==> src/rtl/i2c_cmd_sequencer.sv <==
// i2c_cmd_sequencer: queues host I2C commands, launches them on an i2c_master
// addr/data_in/rw/enable interface and returns read bytes via a response FIFO.
// Optional watchdog enabled by defining I2C_SEQ_TIMEOUT_EN.
module i2c_cmd_sequencer #(
    parameter int unsigned CMD_DEPTH      = 4,
    parameter int unsigned RSP_DEPTH      = 4,
    parameter int unsigned TIMEOUT_CYCLES = 4096
) (
    input  logic                       clk,
    input  logic                       rst,
    input  logic                       cmd_valid,
    output logic                       cmd_ready,
    input  logic                       cmd_rw,
    input  logic [6:0]                 cmd_addr,
    input  logic [7:0]                 cmd_wdata,
    output logic                       rsp_valid,
    input  logic                       rsp_ready,
    output logic [7:0]                 rsp_data,
    output logic                       rsp_err,
    output logic [6:0]                 m_addr,
    output logic [7:0]                 m_data_in,
    output logic                       m_rw,
    output logic                       m_enable,
    input  logic                       m_ready,
    input  logic [7:0]                 m_data_out,
    output logic                       busy,
    output logic [$clog2(CMD_DEPTH):0] cmd_count
);

    localparam int unsigned CMD_AW = $clog2(CMD_DEPTH);
    localparam int unsigned CMD_PW = CMD_AW + 1;
    localparam int unsigned RSP_AW = $clog2(RSP_DEPTH);
    localparam int unsigned RSP_PW = RSP_AW + 1;

    typedef struct packed {
        logic       rw;
        logic [6:0] addr;
        logic [7:0] wdata;
    } cmd_t;

    typedef enum logic [2:0] {
        IDLE      = 3'd0,
        LAUNCH    = 3'd1,
        WAIT_BUSY = 3'd2,
        WAIT_DONE = 3'd3,
        PUSH_RSP  = 3'd4
    } state_t;

    // Elaboration-time parameter sanity checks
    if (CMD_DEPTH < 2 || (CMD_DEPTH & (CMD_DEPTH - 1)) != 0) begin : g_bad_cmd_depth
        $error("CMD_DEPTH must be a power of 2 and at least 2");
    end
    if (RSP_DEPTH < 2 || (RSP_DEPTH & (RSP_DEPTH - 1)) != 0) begin : g_bad_rsp_depth
        $error("RSP_DEPTH must be a power of 2 and at least 2");
    end
    if (TIMEOUT_CYCLES < 1) begin : g_bad_timeout
        $error("TIMEOUT_CYCLES must be at least 1");
    end

    cmd_t              cmd_mem [CMD_DEPTH];
    logic [CMD_PW-1:0] cmd_wr_ptr;
    logic [CMD_PW-1:0] cmd_rd_ptr;
    cmd_t              cmd_head_c;
    logic              cmd_empty_c;
    logic              cmd_push_c;

    logic [7:0]        rsp_mem [RSP_DEPTH];
    logic [RSP_PW-1:0] rsp_wr_ptr;
    logic [RSP_PW-1:0] rsp_rd_ptr;
    logic [RSP_PW-1:0] rsp_cnt_c;
    logic              rsp_free_c;
    logic              rsp_push_c;
    logic              rsp_pop_c;
    logic [7:0]        rsp_wdata_c;
    logic              rsv_q;

    state_t            state_q;
    state_t            state_d;
    logic              launch_c;
    logic              timeout_c;

    assign cmd_count   = cmd_wr_ptr - cmd_rd_ptr;
    assign cmd_empty_c = (cmd_wr_ptr == cmd_rd_ptr);
    assign cmd_ready   = (cmd_count != CMD_PW'(CMD_DEPTH));
    assign cmd_push_c  = cmd_valid & cmd_ready;
    assign cmd_head_c  = cmd_mem[cmd_rd_ptr[CMD_AW-1:0]];

    assign rsp_cnt_c   = rsp_wr_ptr - rsp_rd_ptr;
    assign rsp_valid   = (rsp_wr_ptr != rsp_rd_ptr);
    assign rsp_pop_c   = rsp_valid & rsp_ready;
    assign rsp_data    = rsp_mem[rsp_rd_ptr[RSP_AW-1:0]];
    assign rsp_free_c  = (rsp_cnt_c + RSP_PW'(rsv_q)) < RSP_PW'(RSP_DEPTH);

    assign busy        = (state_q != IDLE) | ~cmd_empty_c;

`ifdef I2C_SEQ_TIMEOUT_EN
    localparam int unsigned TO_W = $clog2(TIMEOUT_CYCLES + 1);

    logic [TO_W-1:0] to_cnt_q;
    logic            to_err_q;
    logic            rsp_err_mem [RSP_DEPTH];

    assign timeout_c   = ((state_q == WAIT_BUSY) || (state_q == WAIT_DONE)) &&
                         (to_cnt_q == TO_W'(TIMEOUT_CYCLES - 1));
    assign rsp_wdata_c = to_err_q ? 8'hFF : m_data_out;
    assign rsp_err     = rsp_err_mem[rsp_rd_ptr[RSP_AW-1:0]];

    // Watchdog counter and sticky error for the in-flight transfer
    always_ff @(posedge clk) begin
        if (!rst) begin
            to_cnt_q <= '0;
            to_err_q <= 1'b0;
        end else if (state_q == LAUNCH) begin
            to_cnt_q <= '0;
            to_err_q <= 1'b0;
        end else if ((state_q == WAIT_BUSY) || (state_q == WAIT_DONE)) begin
            to_cnt_q <= to_cnt_q + TO_W'(1);
            if (timeout_c && !((state_q == WAIT_DONE) && m_ready)) begin
                to_err_q <= 1'b1;
            end
        end
    end

    // Error flag storage alongside the response data
    always_ff @(posedge clk) begin
        if (!rst) begin
            for (int unsigned i = 0; i < RSP_DEPTH; i++) begin
                rsp_err_mem[i] <= 1'b0;
            end
        end else if (rsp_push_c) begin
            rsp_err_mem[rsp_wr_ptr[RSP_AW-1:0]] <= to_err_q;
        end
    end
`else
    assign timeout_c   = 1'b0;
    assign rsp_wdata_c = m_data_out;
    assign rsp_err     = 1'b0;
`endif

    // Command FIFO storage
    always_ff @(posedge clk) begin
        if (cmd_push_c) begin
            cmd_mem[cmd_wr_ptr[CMD_AW-1:0]] <= '{rw: cmd_rw, addr: cmd_addr, wdata: cmd_wdata};
        end
    end

    // Command FIFO pointers
    always_ff @(posedge clk) begin
        if (!rst) begin
            cmd_wr_ptr <= '0;
            cmd_rd_ptr <= '0;
        end else begin
            if (cmd_push_c) cmd_wr_ptr <= cmd_wr_ptr + CMD_PW'(1);
            if (launch_c)   cmd_rd_ptr <= cmd_rd_ptr + CMD_PW'(1);
        end
    end

    // Response FIFO storage, pointers and the single read-slot reservation
    always_ff @(posedge clk) begin
        if (!rst) begin
            for (int unsigned i = 0; i < RSP_DEPTH; i++) begin
                rsp_mem[i] <= '0;
            end
            rsp_wr_ptr <= '0;
            rsp_rd_ptr <= '0;
            rsv_q      <= 1'b0;
        end else begin
            if (rsp_push_c) begin
                rsp_mem[rsp_wr_ptr[RSP_AW-1:0]] <= rsp_wdata_c;
                rsp_wr_ptr <= rsp_wr_ptr + RSP_PW'(1);
            end
            if (rsp_pop_c) rsp_rd_ptr <= rsp_rd_ptr + RSP_PW'(1);
            if (launch_c && cmd_head_c.rw) rsv_q <= 1'b1;
            else if (rsp_push_c)           rsv_q <= 1'b0;
        end
    end

    // FSM state register
    always_ff @(posedge clk) begin
        if (!rst) state_q <= IDLE;
        else      state_q <= state_d;
    end

    // FSM next-state and strobes
    always_comb begin
        state_d    = state_q;
        launch_c   = 1'b0;
        rsp_push_c = 1'b0;
        unique case (state_q)
            IDLE: begin
                if (!cmd_empty_c && m_ready && (!cmd_head_c.rw || rsp_free_c)) begin
                    launch_c = 1'b1;
                    state_d  = LAUNCH;
                end
            end
            LAUNCH: begin
                state_d = WAIT_BUSY;
            end
            WAIT_BUSY: begin
                if (timeout_c)     state_d = m_rw ? PUSH_RSP : IDLE;
                else if (!m_ready) state_d = WAIT_DONE;
            end
            WAIT_DONE: begin
                if (m_ready || timeout_c) state_d = m_rw ? PUSH_RSP : IDLE;
            end
            PUSH_RSP: begin
                rsp_push_c = 1'b1;
                state_d    = IDLE;
            end
            default: begin
                state_d = IDLE;
            end
        endcase
    end

    // Master interface registers; held stable between launches
    always_ff @(posedge clk) begin
        if (!rst) begin
            m_enable  <= 1'b0;
            m_addr    <= '0;
            m_data_in <= '0;
            m_rw      <= 1'b0;
        end else begin
            m_enable <= launch_c;
            if (launch_c) begin
                m_addr    <= cmd_head_c.addr;
                m_data_in <= cmd_head_c.wdata;
                m_rw      <= cmd_head_c.rw;
            end
        end
    end

endmodule
==> config.mk <==
export PLATFORM = sky130hd
export DESIGN_NAME = i2c_cmd_sequencer
export DESIGN_NICKNAME = d
export VERILOG_FILES = /design/src/rtl/i2c_cmd_sequencer.sv
export SDC_FILE = /design/constraint.sdc
export NUM_CORES = 1
export LEC_CHECK = 0
export BUFFER_PORTS_ARGS = -buffer_cell sky130_fd_sc_hd__buf_2
export CAP_MARGIN = 5
export CORE_UTILIZATION = 45
export DETAILED_ROUTE_END_ITERATION = 12
export HOLD_SLACK_MARGIN = 0.1
export SYNTH_ARGS = -nofsm -noshare
export SYNTH_HDL_FRONTEND = slang
export SYNTH_SLANG_ARGS = --single-unit
==> constraint.sdc <==
create_clock -name clk -period 3.1 [get_ports clk]
set_input_delay 0.62 -clock clk [delete_from_list [all_inputs] [get_ports clk]]
set_output_delay 0.62 -clock clk [all_outputs]
set_load 0.02 [all_outputs]
* Word level (Yosys, flattened, before mapping)
Memory sizes are Yosys's and may differ from the RTL's. A register that Yosys moved wholly into a read port is not among the register bits. Index checks and enable logic that the tools add are counted. W data, S select, Z words.
Word-level totals: register bits after elaboration 33, RAM bits 96, bits of input ports 29, word-level logic and storage cells 68, memories 2
Memories:
- cmd_mem | words 4, bits a word 16, read ports 1, clocked after Yosys merged registers in 1, write ports 1, line 60 | cmd_t cmd_mem [CMD_DEPTH];
- rsp_mem | words 4, bits a word 8, read ports 1, clocked after Yosys merged registers in 1, write ports 4, line 67 | logic [7:0] rsp_mem [RSP_DEPTH];
Cells by class: $add $sub $neg 7, magnitude comparators 1, equal/unequal tests 10, mux-type cells 23, bitwise operators 4, reduce and logical (&&, ||, !) cells 11
Operators with widths (count):
- $add A3 B1 Y3 const B | 4
- $mux W1 | 12
- $mux W3 | 4
- $pmux W3 S4 | 1
- $mux W2 | 5
- $mux W8 | 1
- $reduce_or A8 Y1 | 1
- $eq A3 B2 Y1 const B | 2
- $ne A2 B2 Y1 const B | 3
- $sub A3 B3 Y3 | 2
- $add A3 B1 Y3 | 1
- $eq A3 B1 Y1 const B | 1
- $eq A3 B3 Y1 | 1
- $eq A3 B3 Y1 const B | 1
- $logic_and A1 B1 Y1 | 3
- $logic_not A3 Y1 | 1
- $lt A3 B3 Y1 const B | 1
- $ne A3 B3 Y1 | 1
- $ne A3 B3 Y1 const B | 1
- $reduce_and A3 Y1 | 1
- $reduce_bool A3 Y1 | 1
- $and A1 B1 Y1 | 2
- $logic_not A1 Y1 | 2
- $reduce_bool A2 Y1 | 1
- other kinds (3) | 3

* Depth between registers and ports, before layout
depth after elaboration 9, gate-level depth with buffers 10

* Least setup slack after synthesis
No wires, ideal clock.
kind register to register, start register cmd_wr_ptr[0], end memory cmd_mem[3][0] (netlist bit) (enable), arrival 2.120 ns, data required time 2.725 ns, setup slack 0.605 ns, stages on the path, launching flop included 7, buffers on the path 0, clock period less this slack 2.495 ns, cell sequence dfxtp_1 inv_1 ha_1 fa_1 xor3_1 a31oi_4 and2_1
On the way: longest elaborated chain between the ends 5
Ends and longest elaborated chain:
- start: declaration | line 61 | logic [CMD_PW-1:0] cmd_wr_ptr;
- start signal: assignment | line 153 | if (cmd_push_c) cmd_wr_ptr <= cmd_wr_ptr + CMD_PW'(1);
- $sub A3 B3 Y3 | line 82 | assign cmd_count = cmd_wr_ptr - cmd_rd_ptr;
- via cmd_count[2] | line 27 | output logic [$clog2(CMD_DEPTH):0] cmd_count
- $ne A3 B3 Y1 | line 84 | assign cmd_ready = (cmd_count != CMD_PW'(CMD_DEPTH));
- $and A1 B1 Y1 | line 85 | assign cmd_push_c = cmd_valid & cmd_ready;
- $mux W1 | line 142 | if (cmd_push_c) begin
- $mux W1 (implied by the code) | line 143 | cmd_mem[cmd_wr_ptr[CMD_AW-1:0]] <= '{rw: cmd_rw, addr: cmd_addr, wdata: cmd_wdata};
- end: declaration | line 60
The timed path passes the listed nets, and every way through them passes these cells.

* Worst setup path after layout
start register cmd_wr_ptr[0], end output cmd_ready
On the way: longest elaborated chain between the ends 2
Ends and longest elaborated chain:
- $sub A3 B3 Y3 | line 82
- $ne A3 B3 Y1 | line 84
- end: declaration | line 12 | output logic cmd_ready,
No other way between the ends.

==> run summary <==
Antenna violations before repair - 0
Total CTS buffers - 17
Inserted Diodes - 0
Pre-CTS setup slack - 0.7597 ns
Worst-path fanout max - 4
Setup crit start - cmd_wr_ptr[0]
Slew HR - 49.17%
DRT antenna net count - 0
Core Rows - 40
Cells on worst reg2reg path - 7
Reg2reg setup slack - 0.76 ns
Clock Latency Late Sink - 0.41 ns
Synthesized area per cell - 15.16 sq um
Cell Pwr Density - 853.6 mW/mm^2
Routed len/inst - 16.67 microns
HPWL after DPL - 6413 microns
Final min period - 2.633 ns
CP endpoint kind - primary output
Sequential area share after synthesis - 65.83%
RR Endpoint - cmd_mem[2][1]
Syn. warnings - 0
Synth-to-Final Area Change - 20.80%
Vias in the first global route - 3091
CP arrival - 2.01 ns
Clock root cell - clkbuf_16
Final net count - 477
Most frequent cells in the layout - edfxtp_1, buf_2, and2_1
Initial DRC count - 119
I/O Buffers - 59
Post-Syn Nets - 405
Clock-pin transition on the worst setup and hold timing paths - 0.06 ns
H-Tree Depth - 4
First-pass GRT wire length - 15940 microns
RSZ-0062 raised after global routing - no
Post-synth cell types - 39
CP max-delay cell - fa_1
Layout cells sized above 1 - 29.46%
Skew final - 0.01019 ns
Most common cell after layout, fill and taps aside - edfxtp_1
Vias/cell - 5.145
Capture point of the critical path - cmd_ready
TritonCTS clock tree - yes
Starting Density - 46.01%
All-Layer GR Usage - 17.29%
DRC - 0
CTS Buffer Depth - 2
CP cell instances - inv_1 > ha_1 > fa_1 > xor3_1 > nand3_1 > buf_2
Final Max Slew Viols - 0
Post-synth top area share - 52.38%
CTS Sinks - 133
Max-Cap Viols - 0
1st-pass router iterations - 6
Final setup TNS - 0 ns
Postcts setup bufs - 0
Finish-stage setup viols - 0
Total Power - 5.676 mW
Number of enable flip-flop cells after synthesis - 96
Critical path type - register to primary output
Area leader, netlist - edfxtp_1
# hold bufs at CTS - 0
Hold crit path type - input port to register
Period Utilization, post-route - 84.92%
Peak VDD IR - 0.0006139 V
Worst path required time - 2.48 ns
Global route overflow - 0
Die Wd - 112.6 microns
Cell Area, Synth - 0.005504 sq mm
Die area - 0.01268 sq mm
Die Ht - 112.6 microns
Largest net degree at the start of global routing - 58
Core Area - 0.01196 sq mm
Leak Pwr - 2.515 nW
Critical path startpoint category - register
I/O Pins - 61
Status - finished clean
Syn Inst Count - 363
Post-CTS sizing - 0
Hold slack final - 0.4195 ns
Final Wtd Congestion - 0.6992
# fillers - 961
Top cells by area, synth - edfxtp_1, dfxtp_1, mux4_2
Hold path startpoint - cmd_wdata[6]
Post-synth ARST share - 0%
Via count - 3061
Worst Tran Pin Value - 0.7624 ns
Hold Fails Final Rpt - 0
Post-Route WL - 9921 microns
Dominant synthesized flop cell - edfxtp_1
CP peak stage delay - 0.36 ns
Final WS setup - 0.4673 ns
Yosys reg bits - 133
Fmax achieved - 0.3798 GHz
Worst R2R Start - cmd_wr_ptr[0]
cells by family (layout without fill, tap and decap cells):
family                   Yosys count  after routing  share of synthesized area [%]
XOR/XNOR                          11             11                          2.273
buffers and inverters             30            115                          2.591
other                              1              1                        0.06813
AO/OA/AOI/OAI                     26             26                          2.910
flip-flops                       133            133                          65.83
multiplexers                      30             30                          10.91
adder cells (fa/ha/maj)           13             13                          3.092
AND/OR/NAND/NOR                  119            119                          12.32
how the worst min path moves through the flow:
| stage | slack [ns] | cells past startpoint | to |
|---|---|---|---|
| 4_1_cts | 0.40 | 1 | cmd_mem[0][6] |
| 3_5_place_dp | 0.46 | 2 | m_data_in[5] |
| 5_1_grt | 0.40 | 1 | cmd_mem[2][12] |
| 3_3_place_gp | 0.45 | 2 | m_addr[5] |
| 2_1_floorplan | 0.45 | 2 | rsv_q |
| 6_report | 0.42 | 1 | cmd_mem[3][6] |
power breakdown:
group | internal, mW | switching, mW | total, mW
Clock | 1.53 | 0.719 | 2.25
Combinational | 0.469 | 0.695 | 1.16
Sequential | 2.16 | 0.101 | 2.27
Total | 4.16 | 1.52 | 5.68
flip-flops by register name (all words and copies together) (netlist names), named ones only:
| signal | cells |
|---|---|
| cmd_mem | 64 |
| rsp_mem | 32 |
| m_data_in | 8 |
| m_addr | 7 |
| cmd_rd_ptr | 3 |
| cmd_wr_ptr | 3 |
| rsp_rd_ptr | 3 |
| rsp_wr_ptr | 3 |
| state_q | 3 |
| m_enable | 1 |
| m_rw | 1 |
| rsv_q | 1 |
worst max-delay path, delay by kind of cell (launching register included):
kind | cells | cell delay, ns
simple gates | 1 | 0.10
flops | 1 | 0.35
buf+inv | 2 | 0.28
fa+ha+maj | 2 | 0.58
xor+xnor | 1 | 0.29
per-stage QoR:
| step | std cells | util, % | cell area [sq um] |
|---|---|---|---|
| 6_report | 595 | 55.59 | 6649 |
| 3_3_place_gp | 563 | 49.99 | 5979 |
| 3_5_place_dp | 563 | 49.99 | 5979 |
| 5_1_grt | 595 | 55.59 | 6649 |
| 2_1_floorplan | 363 | - | 5504 |
| 4_1_cts | 595 | 55.59 | 6649 |
layout make-up:
class	count	area [sq um]	area share, %
sequential	133	3623	54.50
multi-input combinational	200	1738	26.14
clock buffer	19	442.9	6.662
timing repair buffer	72	392.9	5.909
clock inverter	13	226.5	3.406
tap	147	183.9	2.766
inverter	11	41.29	0.6210
routing by layer:
layer | track usage, % | vias up | wire length (microns)
li1 | - | 1495 | -
met1 | 20.51 | 1498 | 4338
met2 | 28.81 | 58 | 5092
met3 | 5.616 | 10 | 366
met4 | 7.733 | 0 | 124
met5 | 0 | - | 0
cells in the mapped netlist, types with 7 or more instances:
library cell	count
xnor2_1	7
o21ai_0	16
nand3_1	8
ha_1	12
inv_1	11
dfxtp_1	37
nand2b_1	7
edfxtp_1	96
mux4_2	24
clkbuf_1	8
nand2_1	25
nand4_1	17
and2_1	41
Power figures use the tool's default switching activity.
